<file path="src/rtl/raster_cmd_sched_pkg.sv">
// Shared types for the rasterizer command scheduler: vertex/colour formats,
// command opcodes, render state and the buffered command record.
package raster_cmd_sched_pkg;

  // Texture address width shared with rasterizer_top.
  localparam int unsigned SCHED_TEX_ADDR_BITS = 12;

  typedef struct packed {
    logic [4:0] r;
    logic [5:0] g;
    logic [4:0] b;
  } rgb565_t;

  typedef struct packed {
    logic signed [15:0] x;
    logic signed [15:0] y;
    logic        [15:0] z;
    rgb565_t            color;
  } vertex_t;

  typedef enum logic [1:0] {
    OP_DRAW      = 2'd0,
    OP_SET_STATE = 2'd1,
    OP_TEX_WRITE = 2'd2,
    OP_FENCE     = 2'd3
  } sched_op_t;

  typedef struct packed {
    logic filter_bilinear;
    logic modulate_enable;
    logic tex_enable;
  } render_state_t;

  typedef struct packed {
    sched_op_t                      op;
    vertex_t                        v0;
    vertex_t                        v1;
    vertex_t                        v2;
    render_state_t                  state;
    logic [SCHED_TEX_ADDR_BITS-1:0] tex_addr;
    rgb565_t                        tex_data;
  } sched_cmd_t;

  typedef enum logic [1:0] {
    S_IDLE,
    S_ISSUE,
    S_DRAIN,
    S_APPLY
  } sched_state_t;

endpackage

</file>
<file path="src/rtl/raster_cmd_sched_if.sv">
// Command channel into the scheduler: the producer drives through master,
// the scheduler receives through slave.
interface raster_cmd_sched_if #(
  parameter int unsigned TEX_ADDR_BITS = 12
);
  import raster_cmd_sched_pkg::*;

  logic                     cmd_valid;
  logic                     cmd_ready;
  logic [1:0]               cmd_op;
  vertex_t                  cmd_v0;
  vertex_t                  cmd_v1;
  vertex_t                  cmd_v2;
  logic [2:0]               cmd_state;
  logic [TEX_ADDR_BITS-1:0] cmd_tex_addr;
  rgb565_t                  cmd_tex_data;

  modport master (
    output cmd_valid, cmd_op, cmd_v0, cmd_v1, cmd_v2, cmd_state, cmd_tex_addr, cmd_tex_data,
    input  cmd_ready
  );

  modport slave (
    input  cmd_valid, cmd_op, cmd_v0, cmd_v1, cmd_v2, cmd_state, cmd_tex_addr, cmd_tex_data,
    output cmd_ready
  );
endinterface

</file>
<file path="src/rtl/raster_cmd_sched_fifo.sv">
// Command FIFO for raster_cmd_sched: power-of-two depth with a registered
// count and registered full/empty flags.
module raster_cmd_sched_fifo
  import raster_cmd_sched_pkg::*;
#(
  parameter int unsigned DEPTH = 4
) (
  input  logic       clk,
  input  logic       rst_n,
  input  logic       push_i,
  input  logic       pop_i,
  input  sched_cmd_t wdata_i,
  output sched_cmd_t rdata_o,
  output logic       full_o,
  output logic       empty_o
);
  localparam int unsigned PTR_W = (DEPTH > 1) ? $clog2(DEPTH) : 1;
  localparam int unsigned CNT_W = $clog2(DEPTH + 1);
  localparam logic [CNT_W-1:0] CNT_FULL = CNT_W'(DEPTH);

  sched_cmd_t       mem_q [DEPTH];
  logic [PTR_W-1:0] wr_ptr_q, wr_ptr_d;
  logic [PTR_W-1:0] rd_ptr_q, rd_ptr_d;
  logic [CNT_W-1:0] count_q, count_d;
  logic             full_q, empty_q;
  logic             push, pop;

  assign push = push_i && !full_q;
  assign pop  = pop_i && !empty_q;

  // Pointers wrap naturally because DEPTH is a power of two.
  always_comb begin
    wr_ptr_d = wr_ptr_q + PTR_W'(push);
    rd_ptr_d = rd_ptr_q + PTR_W'(pop);
    count_d  = count_q + CNT_W'(push) - CNT_W'(pop);
  end

  // NOTE: storage is not reset; count_q alone says which entries are valid.
  always_ff @(posedge clk) begin
    if (push) mem_q[wr_ptr_q] <= wdata_i;
  end

  // NOTE: non-blocking assignments for all state so every register sees pre-edge values.
  always_ff @(posedge clk or negedge rst_n) begin
    if (!rst_n) begin
      wr_ptr_q <= '0;
      rd_ptr_q <= '0;
      count_q  <= '0;
      full_q   <= 1'b0;
      empty_q  <= 1'b1;
    end else begin
      wr_ptr_q <= wr_ptr_d;
      rd_ptr_q <= rd_ptr_d;
      count_q  <= count_d;
      full_q   <= (count_d == CNT_FULL);
      empty_q  <= (count_d == '0);
    end
  end

  assign rdata_o = mem_q[rd_ptr_q];
  assign full_o  = full_q;
  assign empty_o = empty_q;
endmodule

</file>
<file path="src/rtl/raster_cmd_sched.sv">
// Command scheduler in front of rasterizer_top: issues triangles and defers state/texture
// updates until the fragment pipeline is drained. Optional counters: RASTER_SCHED_STATS_EN.
module raster_cmd_sched
  import raster_cmd_sched_pkg::*;
#(
  parameter int unsigned CMD_DEPTH     = 4,
  parameter int unsigned PIPE_DEPTH    = 16,
  parameter int unsigned TEX_ADDR_BITS = raster_cmd_sched_pkg::SCHED_TEX_ADDR_BITS
) (
  input  logic                     clk,
  input  logic                     rst_n,
  raster_cmd_sched_if.slave        cmd_if,
  output vertex_t                  v0,
  output vertex_t                  v1,
  output vertex_t                  v2,
  output logic                     tri_valid,
  input  logic                     tri_ready,
  input  logic                     rast_busy,
  input  logic                     frag_valid,
  output logic                     tex_enable,
  output logic                     modulate_enable,
  output logic                     tex_filter_bilinear,
  output logic [TEX_ADDR_BITS-1:0] tex_wr_addr,
  output rgb565_t                  tex_wr_data,
  output logic                     tex_wr_en,
  output logic                     fence_done,
  output logic                     idle
`ifdef RASTER_SCHED_STATS_EN
  ,
  output logic [31:0]              stat_tri_count,
  output logic [31:0]              stat_drain_cycles
`endif
);
  localparam int unsigned QW = $clog2(PIPE_DEPTH + 1);
  localparam logic [QW-1:0] QUIET_MAX = QW'(PIPE_DEPTH);

  sched_state_t  state_q, state_d;
  sched_cmd_t    cmd_q, cmd_d, cmd_in, fifo_head;
  render_state_t rstate_q, rstate_d;
  logic          tri_valid_q, tri_valid_d;
  logic          tex_wr_en_q, tex_wr_en_d;
  logic          fence_done_q, fence_done_d;
  logic [QW-1:0] quiet_q, quiet_d;
  logic          drained_q, drained_d;
  logic          fifo_push, fifo_pop, fifo_full, fifo_empty, quiet;

  assign cmd_in = '{
    op:       sched_op_t'(cmd_if.cmd_op),
    v0:       cmd_if.cmd_v0,
    v1:       cmd_if.cmd_v1,
    v2:       cmd_if.cmd_v2,
    state:    render_state_t'(cmd_if.cmd_state),
    tex_addr: SCHED_TEX_ADDR_BITS'(cmd_if.cmd_tex_addr),
    tex_data: cmd_if.cmd_tex_data
  };

  assign cmd_if.cmd_ready = !fifo_full;
  assign fifo_push        = cmd_if.cmd_valid && !fifo_full;

  raster_cmd_sched_fifo #(.DEPTH(CMD_DEPTH)) u_fifo (
    .clk     (clk),
    .rst_n   (rst_n),
    .push_i  (fifo_push),
    .pop_i   (fifo_pop),
    .wdata_i (cmd_in),
    .rdata_o (fifo_head),
    .full_o  (fifo_full),
    .empty_o (fifo_empty)
  );

  // Any activity (including our own offered triangle) restarts the quiet window;
  // drained stays high out of reset until the first such activity.
  assign quiet     = !rast_busy && !frag_valid && !tri_valid_q;
  assign quiet_d   = !quiet ? '0 : (quiet_q == QUIET_MAX) ? quiet_q : quiet_q + 1'b1;
  assign drained_d = (quiet_d == QUIET_MAX) || (drained_q && quiet);

  // NOTE: every always_comb output gets a default first so no path infers a latch.
  always_comb begin
    state_d      = state_q;
    cmd_d        = cmd_q;
    rstate_d     = rstate_q;
    tri_valid_d  = tri_valid_q;
    tex_wr_en_d  = 1'b0;
    fence_done_d = 1'b0;
    fifo_pop     = 1'b0;
    case (state_q)
      S_IDLE: begin
        if (!fifo_empty) begin
          fifo_pop = 1'b1;
          cmd_d    = fifo_head;
          if (fifo_head.op == OP_DRAW) begin
            tri_valid_d = 1'b1;
            state_d     = S_ISSUE;
          end else begin
            state_d = S_DRAIN;
          end
        end
      end
      S_ISSUE: begin
        if (tri_ready) begin
          tri_valid_d = 1'b0;
          state_d     = S_IDLE;
        end
      end
      // Effects are registered on the way into APPLY so they are visible during it.
      S_DRAIN: begin
        if (drained_q) begin
          state_d = S_APPLY;
          case (cmd_q.op)
            OP_SET_STATE: rstate_d     = cmd_q.state;
            OP_TEX_WRITE: tex_wr_en_d  = 1'b1;
            OP_FENCE:     fence_done_d = 1'b1;
            default:      ;
          endcase
        end
      end
      S_APPLY: state_d = S_IDLE;
      default: state_d = S_IDLE;
    endcase
  end

  always_ff @(posedge clk or negedge rst_n) begin
    if (!rst_n) begin
      state_q      <= S_IDLE;
      cmd_q        <= '0;
      rstate_q     <= '0;
      tri_valid_q  <= 1'b0;
      tex_wr_en_q  <= 1'b0;
      fence_done_q <= 1'b0;
      quiet_q      <= '0;
      drained_q    <= 1'b1;
    end else begin
      state_q      <= state_d;
      cmd_q        <= cmd_d;
      rstate_q     <= rstate_d;
      tri_valid_q  <= tri_valid_d;
      tex_wr_en_q  <= tex_wr_en_d;
      fence_done_q <= fence_done_d;
      quiet_q      <= quiet_d;
      drained_q    <= drained_d;
    end
  end

  assign v0                  = cmd_q.v0;
  assign v1                  = cmd_q.v1;
  assign v2                  = cmd_q.v2;
  assign tri_valid           = tri_valid_q;
  assign tex_enable          = rstate_q.tex_enable;
  assign modulate_enable     = rstate_q.modulate_enable;
  assign tex_filter_bilinear = rstate_q.filter_bilinear;
  assign tex_wr_addr         = TEX_ADDR_BITS'(cmd_q.tex_addr);
  assign tex_wr_data         = cmd_q.tex_data;
  assign tex_wr_en           = tex_wr_en_q;
  assign fence_done          = fence_done_q;
  assign idle                = fifo_empty && (state_q == S_IDLE) && drained_q;

`ifdef RASTER_SCHED_STATS_EN
  logic [31:0] stat_tri_q, stat_drain_q;

  always_ff @(posedge clk or negedge rst_n) begin
    if (!rst_n) begin
      stat_tri_q   <= '0;
      stat_drain_q <= '0;
    end else begin
      if (tri_valid_q && tri_ready) stat_tri_q   <= stat_tri_q + 32'd1;
      if (state_q == S_DRAIN)       stat_drain_q <= stat_drain_q + 32'd1;
    end
  end

  assign stat_tri_count    = stat_tri_q;
  assign stat_drain_cycles = stat_drain_q;
`endif
endmodule

</file>
<file path="src/flat_wrapper.sv">
// flat-port wrapper written by rule: the top's interface ports become plain ports
module raster_cmd_sched_flat import raster_cmd_sched_pkg::*;
#(
  parameter int unsigned CMD_DEPTH     = 4,
  parameter int unsigned PIPE_DEPTH    = 16,
  parameter int unsigned TEX_ADDR_BITS = raster_cmd_sched_pkg::SCHED_TEX_ADDR_BITS
)
  (clk, rst_n, v0, v1, v2, tri_valid, tri_ready, rast_busy, frag_valid, tex_enable, modulate_enable, tex_filter_bilinear, tex_wr_addr, tex_wr_data, tex_wr_en, fence_done, idle, cmd_if_cmd_valid, cmd_if_cmd_op, cmd_if_cmd_v0, cmd_if_cmd_v1, cmd_if_cmd_v2, cmd_if_cmd_state, cmd_if_cmd_tex_addr, cmd_if_cmd_tex_data, cmd_if_cmd_ready);
  raster_cmd_sched_if #(.TEX_ADDR_BITS(TEX_ADDR_BITS)) cmd_if_i ();
  input  logic clk;
  input  logic rst_n;
  output vertex_t v0;
  output vertex_t v1;
  output vertex_t v2;
  output logic tri_valid;
  input  logic tri_ready;
  input  logic rast_busy;
  input  logic frag_valid;
  output logic tex_enable;
  output logic modulate_enable;
  output logic tex_filter_bilinear;
  output logic [TEX_ADDR_BITS-1:0] tex_wr_addr;
  output rgb565_t tex_wr_data;
  output logic tex_wr_en;
  output logic fence_done;
  output logic idle;
  input wire logic [$bits(cmd_if_i.cmd_valid)-1:0] cmd_if_cmd_valid;
  input wire logic [$bits(cmd_if_i.cmd_op)-1:0] cmd_if_cmd_op;
  input wire logic [$bits(cmd_if_i.cmd_v0)-1:0] cmd_if_cmd_v0;
  input wire logic [$bits(cmd_if_i.cmd_v1)-1:0] cmd_if_cmd_v1;
  input wire logic [$bits(cmd_if_i.cmd_v2)-1:0] cmd_if_cmd_v2;
  input wire logic [$bits(cmd_if_i.cmd_state)-1:0] cmd_if_cmd_state;
  input wire logic [$bits(cmd_if_i.cmd_tex_addr)-1:0] cmd_if_cmd_tex_addr;
  input wire logic [$bits(cmd_if_i.cmd_tex_data)-1:0] cmd_if_cmd_tex_data;
  output wire logic [$bits(cmd_if_i.cmd_ready)-1:0] cmd_if_cmd_ready;
  assign cmd_if_i.cmd_valid = cmd_if_cmd_valid;
  assign cmd_if_i.cmd_op = cmd_if_cmd_op;
  assign cmd_if_i.cmd_v0 = cmd_if_cmd_v0;
  assign cmd_if_i.cmd_v1 = cmd_if_cmd_v1;
  assign cmd_if_i.cmd_v2 = cmd_if_cmd_v2;
  assign cmd_if_i.cmd_state = cmd_if_cmd_state;
  assign cmd_if_i.cmd_tex_addr = cmd_if_cmd_tex_addr;
  assign cmd_if_i.cmd_tex_data = cmd_if_cmd_tex_data;
  assign cmd_if_cmd_ready = cmd_if_i.cmd_ready;
  raster_cmd_sched #(.CMD_DEPTH(CMD_DEPTH), .PIPE_DEPTH(PIPE_DEPTH), .TEX_ADDR_BITS(TEX_ADDR_BITS)) u_core (.clk(clk), .rst_n(rst_n), .cmd_if(cmd_if_i), .v0(v0), .v1(v1), .v2(v2), .tri_valid(tri_valid), .tri_ready(tri_ready), .rast_busy(rast_busy), .frag_valid(frag_valid), .tex_enable(tex_enable), .modulate_enable(modulate_enable), .tex_filter_bilinear(tex_filter_bilinear), .tex_wr_addr(tex_wr_addr), .tex_wr_data(tex_wr_data), .tex_wr_en(tex_wr_en), .fence_done(fence_done), .idle(idle));
endmodule
</file>
<file path="config.mk">
export PLATFORM = sky130hd
export DESIGN_NAME = raster_cmd_sched_flat
export DESIGN_NICKNAME = d
export VERILOG_FILES = /design/src/rtl/raster_cmd_sched_pkg.sv /design/src/rtl/raster_cmd_sched_if.sv /design/src/rtl/raster_cmd_sched_fifo.sv /design/src/rtl/raster_cmd_sched.sv /design/src/flat_wrapper.sv
export SDC_FILE = /design/constraint.sdc
export NUM_CORES = 1
export LEC_CHECK = 0
export CAP_MARGIN = 25
export CORE_ASPECT_RATIO = 1.75
export CORE_MARGIN = 2
export CORE_UTILIZATION = 40
export DETAILED_ROUTE_END_ITERATION = 6
export PLACE_DENSITY = 0.62
export SLEW_MARGIN = 20
export SYNTH_ARGS = -nofsm -noshare
export SYNTH_HDL_FRONTEND = slang
export SYNTH_HIERARCHICAL = 1
export SYNTH_SLANG_ARGS = --single-unit
</file>
<file path="constraint.sdc">
create_clock -name clk -period 38.9 [get_ports clk]
set_input_delay 7.78 -clock clk [delete_from_list [all_inputs] [get_ports clk]]
set_output_delay 7.78 -clock clk [all_outputs]
set_load 0.05 [all_outputs]
</file>
Word-level counts from Yosys, hierarchy flattened:

Memories as Yosys holds them, arrays and structs flattened.
Index checks and enable logic that the tools add are counted.
Widths: inputs -> output; s select.

* bitwise gates (word level): 1
* muxes and demuxes: 21
* add/subtract/negate cells: 5
* reduce and logical (&&, ||, !) cells: 22
* eq/ne operators: 13

Operators by type and width (number)
* $mux 1: 13
* $eq 5x5->1 const B: 2
* $mux 5: 2
* $eq 2x2->1 const B: 4
* $logic_and 1x1->1: 8
* $mux 2: 4
* $pmux 2 s4: 1
* $reduce_and 3->1: 2
* $add 5x1->5 const B: 1
* $logic_not 1->1: 5
* $add 2x1->2: 2
* $eq 2x1->1 const B: 2
* $logic_not 2->1: 2
* $ne 2x1->1 const B: 2
* $ne 2x2->1 const B: 2
* $reduce_and 4->1: 1
* $add 3x1->3: 1
* $eq 3x3->1 const B: 1
* $logic_not 3->1: 1
* $sub 3x1->3: 1
* $pmux 1 s2: 1
* $reduce_and 2->1: 1
* $reduce_bool 2->1: 1
* $logic_or 1x1->1: 1
* $not 1->1: 1

* bits of input ports: 231
* output and inout bits: 228
* bits in registers: 248
* memories: 1
* memory bits (writable): 900

Memory list
* u_core.u_fifo.mem_q: words 4, width 225, rd ports 1, clocked after Yosys merged registers in 0, write ports 1, RTL line raster_cmd_sched_fifo.sv:21 `sched_cmd_t mem_q [DEPTH];`

Longest topological paths before layout:

* word-level depth: 6
* mapped depth: 10
* gate-level depth less buffers: 8

Hierarchy:

The synthesis kept the hierarchy.

Modules (own cells, without submodules)
* raster_cmd_sched_fifo: times used 1, area an instance 32795.2 um^2, cells an instance 1205
* raster_cmd_sched: times used 1, area an instance 10814.1 um^2, cells an instance 756

Least setup slack after synthesis:

OpenSTA, ideal clock, no wires.

* path type: input-to-reg
* start point: input cmd_if_cmd_valid
* end point: memory u_core/u_fifo/mem_q[0][0] (netlist name) (enable)
* stages on the path: 4
* arrival: 24.474 ns
* setup slack: 13.295 ns
* setup time: 1.131 ns
* data required time: 37.769 ns
* path through: nor2b_1 nor2b_1 clkbuf_1 nor3b_1

* word-level cells in the longest chain between the ends: 4

Ends and longest elaborated chain
* start: declaration: RTL line flat_wrapper.sv:27 `input wire logic [$bits(cmd_if_i.cmd_valid)-1:0] cmd_if_cmd_valid;`
* $logic_and 1x1->1: RTL line raster_cmd_sched.sv:58 `assign fifo_push = cmd_if.cmd_valid && !fifo_full;`
* $logic_and 1x1->1: RTL line raster_cmd_sched_fifo.sv:28 `assign push = push_i && !full_q;`
* $mux 1: RTL line raster_cmd_sched_fifo.sv:40 `if (push) mem_q[wr_ptr_q] <= wdata_i;`
* $mux 1 (implied by the code): RTL line raster_cmd_sched_fifo.sv:40
* end: declaration: RTL line raster_cmd_sched_fifo.sv:21

Every way passes these cells.

Worst setup path after layout:

* start point: input cmd_if_cmd_valid
* end point: memory u_core/u_fifo/mem_q[3][145] (netlist name) (enable)

* word-level cells in the longest chain between the ends: 4

Ends and longest elaborated chain
* $logic_and 1x1->1: RTL line raster_cmd_sched.sv:58
* via u_core.fifo_push: RTL line raster_cmd_sched.sv:45 `logic fifo_push, fifo_pop, fifo_full, fifo_empty, quiet;`
* $logic_and 1x1->1: RTL line raster_cmd_sched_fifo.sv:28
* $mux 1: RTL line raster_cmd_sched_fifo.sv:40
* $mux 1 (implied by the code): RTL line raster_cmd_sched_fifo.sv:40

The timed path passes the listed nets, and every way through them passes these cells.

==> results_dict.tcl <==
set metrics [dict create \
    status "finished clean" \
    seq_area_sq_um 33240 \
    insertion_delay_ps 710 \
    dp_slack_ps 26680 \
    syn_to_final_growth_pct 18.47 \
    finalWorstSetupSlack_ps 27470 \
    drt_iter0_markers 1018 \
    cts-buffers-inserted 103 \
    routedWlPerCell_microns 24.07 \
    powerDensity_nw_per_um2 81.00 \
    syn_nets 2197 \
    cts_buffer_depth 3 \
    maxCapViolCount 0 \
    cp.arrival_ps 11740 \
    wl_mm 91.66 \
    hold_buffers 0 \
    grt_max_degree 144 \
    dp_hpwl_mm 54.94 \
    p_leak_nw 17.38 \
    gp_congestion 0.7461 \
    end_kind "register" \
    die_x_microns 253.6 \
    vias_per_cell 5.032 \
    required_ps 39210 \
    coreArea_sq_um 108300 \
    path_buf_inv 3 \
    dp.cells 3605 \
    num_vias 19170 \
    path_cells "clkdlybuf4s50_1 > nor2b_1 > nor2b_1 > and3_4 > buf_4 > buf_4" \
    grt_pass1_vias 20830 \
    fmax_ghz 0.08749 \
    grt_pass1_wl_mm 135.6 \
    h-tree-depth 3 \
    antenna_found_initial 30 \
    setup_violations 0 \
    worst_pin_slew_ps 1064 \
    power_mw 4.185 \
    cts-root-buf "clkbuf_16" \
    timing.final.hold_violations 0 \
    maxSlewViolCount 0 \
    grt_use_total 0.1655 \
    critPathTopFamily "buffers and inverters" \
    num-fill-cells 8835 \
    clock-sinks 1148 \
    rrSetupSlack_ps 34520 \
    drive_gt1_frac 0.2827 \
    ir_drop_v 0.00006463 \
    nNetsFinal 2493 \
    slew_headroom 0.2904 \
    worstSetupStartpointType "input pin" \
    final_cell_count_no_fill 3809 \
    setup-tns-final_ps 0 \
    min_period_over_period 0.2938 \
    finalCriticalPeriod_ps 11430 \
    worstPathMaxFanout 63 \
    cts-resized-gates 0 \
    ys_types 40 \
    syn_area_sq_um 43610 \
    dieArea_sq_um 111800 \
    final_common_cell "edfxtp_1" \
    cp_slowest_stage_delay_ps 880 \
    drtPass1Iterations 4 \
    drc_errors 0 \
    hold_path.class "reg2reg" \
    critical_path_class "in2reg" \
    grt_overflow_total 0 \
    final_cell_mix "edfxtp_1, clkdlybuf4s50_1, dfrtp_1" \
    path_clk_slew_ps 60 \
    row_count 160 \
    seq_area_frac_synth 0.7621 \
    io_buffers 458 \
    ys_warn_count 6 \
    critical_path.slowest_cell "buf_4" \
    initial_core_util 0.4027 \
    synthCells 1961 \
    cts_tree "done" \
    multi_input_area_sq_um 8213 \
    synth-seq-cells 1148 \
    die_h_microns 440.8 \
    final.setup_skew_ps 29.94 \
    avgSynthCellArea_sq_um 22.24 \
    ios 459 \
    grt_setup_unrepaired "false" \
    cts_setup_buffers 0 \
    ant_nets 0 \
]
-- stage by stage --
stage                     hold slack [ps]    util  cell area, sq um
after global routing                504.2  0.4770             51670
after CTS                           501.4  0.4757             51520
final                               488.9  0.4770             51670
after floorplan                     423.6       -             43610
after detailed placement            491.0  0.4444             48120
after global placement              485.9  0.4444             48120
-- final timing paths --
| kind | startpoint | cells past startpoint | to |
|---|---|---|---|
| worst max-delay path | cmd_if_cmd_valid | 6 | u_core/u_fifo/mem_q[3][145]$_DFFE_PP_ |
| worst min-delay path | u_core/cmd_q[223]$_DFFE_PN0P_ | 1 | u_core/tex_wr_en$_DFF_PN0_ |
| worst max register to register | u_core/u_fifo/rd_ptr_q[0]$_DFF_PN0_ | 5 | u_core/v1[51]$_DFFE_PN0P_ |
| worst min register to register | u_core/cmd_q[223]$_DFFE_PN0P_ | 1 | u_core/tex_wr_en$_DFF_PN0_ |
| max in group asynchronous | rst_n | 4 | u_core/v0[22]$_DFFE_PN0P_ |
| min in group asynchronous | rst_n | 1 | u_core/v2[29]$_DFFE_PN0P_ |
-- cell type report --
class,count,area share
well taps,1458,0.03531
inverters,7,0.0005086
multi-input cells,510,0.1590
clock inverters,58,0.01095
diodes,6,0.0002906
flip-flops and latches,1148,0.6434
clock buffers,135,0.05478
repair buffers,487,0.09580
-- layer usage --
metal | wire length, microns | part of all wire | vias to the layer above | GRT usage
met5 | 237 | 0.0026 | - | 0
met4 | 2729 | 0.030 | 36 | 0.06375
met3 | 6190 | 0.068 | 175 | 0.04538
met2 | 47760 | 0.52 | 536 | 0.2882
met1 | 34740 | 0.38 | 10210 | 0.1940
li1 | - | - | 8208 | -
-- worst register-to-register path, delay by kind of cell (launching register included) --
family,cells,cell delay [ps]
buffers and inverters,3,2360
muxes,2,990
DFF,1,890
-- power by group --
| group | internal [mW] | total, mW | switching, mW |
|---|---|---|---|
| Sequential | 1.64 | 1.78 | 0.134 |
| Clock | 0.570 | 1.02 | 0.448 |
| Combinational | 0.565 | 1.39 | 0.826 |
-- flip-flops by register name, summed over array words and instances, names as in the netlist --
name and flops:
u_core/u_fifo/empty_o 1, u_core/u_fifo/rd_ptr_q 2, u_core/modulate_enable 1, u_core/v1 64, u_core/v2 64, u_core/tex_wr_addr 12, u_core/u_fifo/full_o 1, u_core/v0 64
u_core/fence_done 1, u_core/state_q 2, u_core/tex_enable 1, u_core/u_fifo/mem_q 900, u_core/tri_valid 1, u_core/tex_wr_data 16, u_core/u_fifo/count_q 3, u_core/tex_wr_en 1
u_core/tex_filter_bilinear 1, u_core/drained_q 1, u_core/quiet_q 5, u_core/cmd_q 5, u_core/u_fifo/wr_ptr_q 2
-- synth_stat cells, drive strengths merged --
master / instances / share of area
a21oi: 3 / 0.00034
a31o: 1 / 0.00020
a31oi: 1 / 0.00014
and2: 1 / 0.00014
and3: 3 / 0.00043
and3b: 4 / 0.00080
and4bb: 1 / 0.00029
buf: 294 / 0.049
clkbuf: 2 / 0.00017
dfrtp: 246 / 0.14
dfstp: 2 / 0.0012
edfxtp: 900 / 0.62
fa: 1 / 0.00046
ha: 4 / 0.0011
inv: 7 / 0.00060
mux2: 229 / 0.062
mux2i: 1 / 0.00023
mux4: 225 / 0.12
nand2: 5 / 0.00043
nand2b: 1 / 0.00014
nand3: 1 / 0.00011
nand3b: 1 / 0.00017
nor2: 4 / 0.00034
nor2b: 2 / 0.00029
nor3: 4 / 0.00057
nor3b: 2 / 0.00034
nor4: 3 / 0.00043
nor4b: 3 / 0.00060
o22ai: 1 / 0.00014
o41ai: 1 / 0.00020
or2: 1 / 0.00014
xnor2: 4 / 0.00080
xor2: 2 / 0.00040
xor3: 1 / 0.00055
-- logic make-up after synthesis --
family | count (synthesis) | share of synthesized area
AOI/OAI and AO/OA | 7 | 0.001033
buffers and inverters | 303 | 0.05012
xor gates and xnor gates | 7 | 0.001750
muxes | 455 | 0.1781
DFF | 1148 | 0.7621
adders and majority gates | 5 | 0.001607
and+or+nand+nor | 36 | 0.005250
Power figures use the tool's default switching activity.
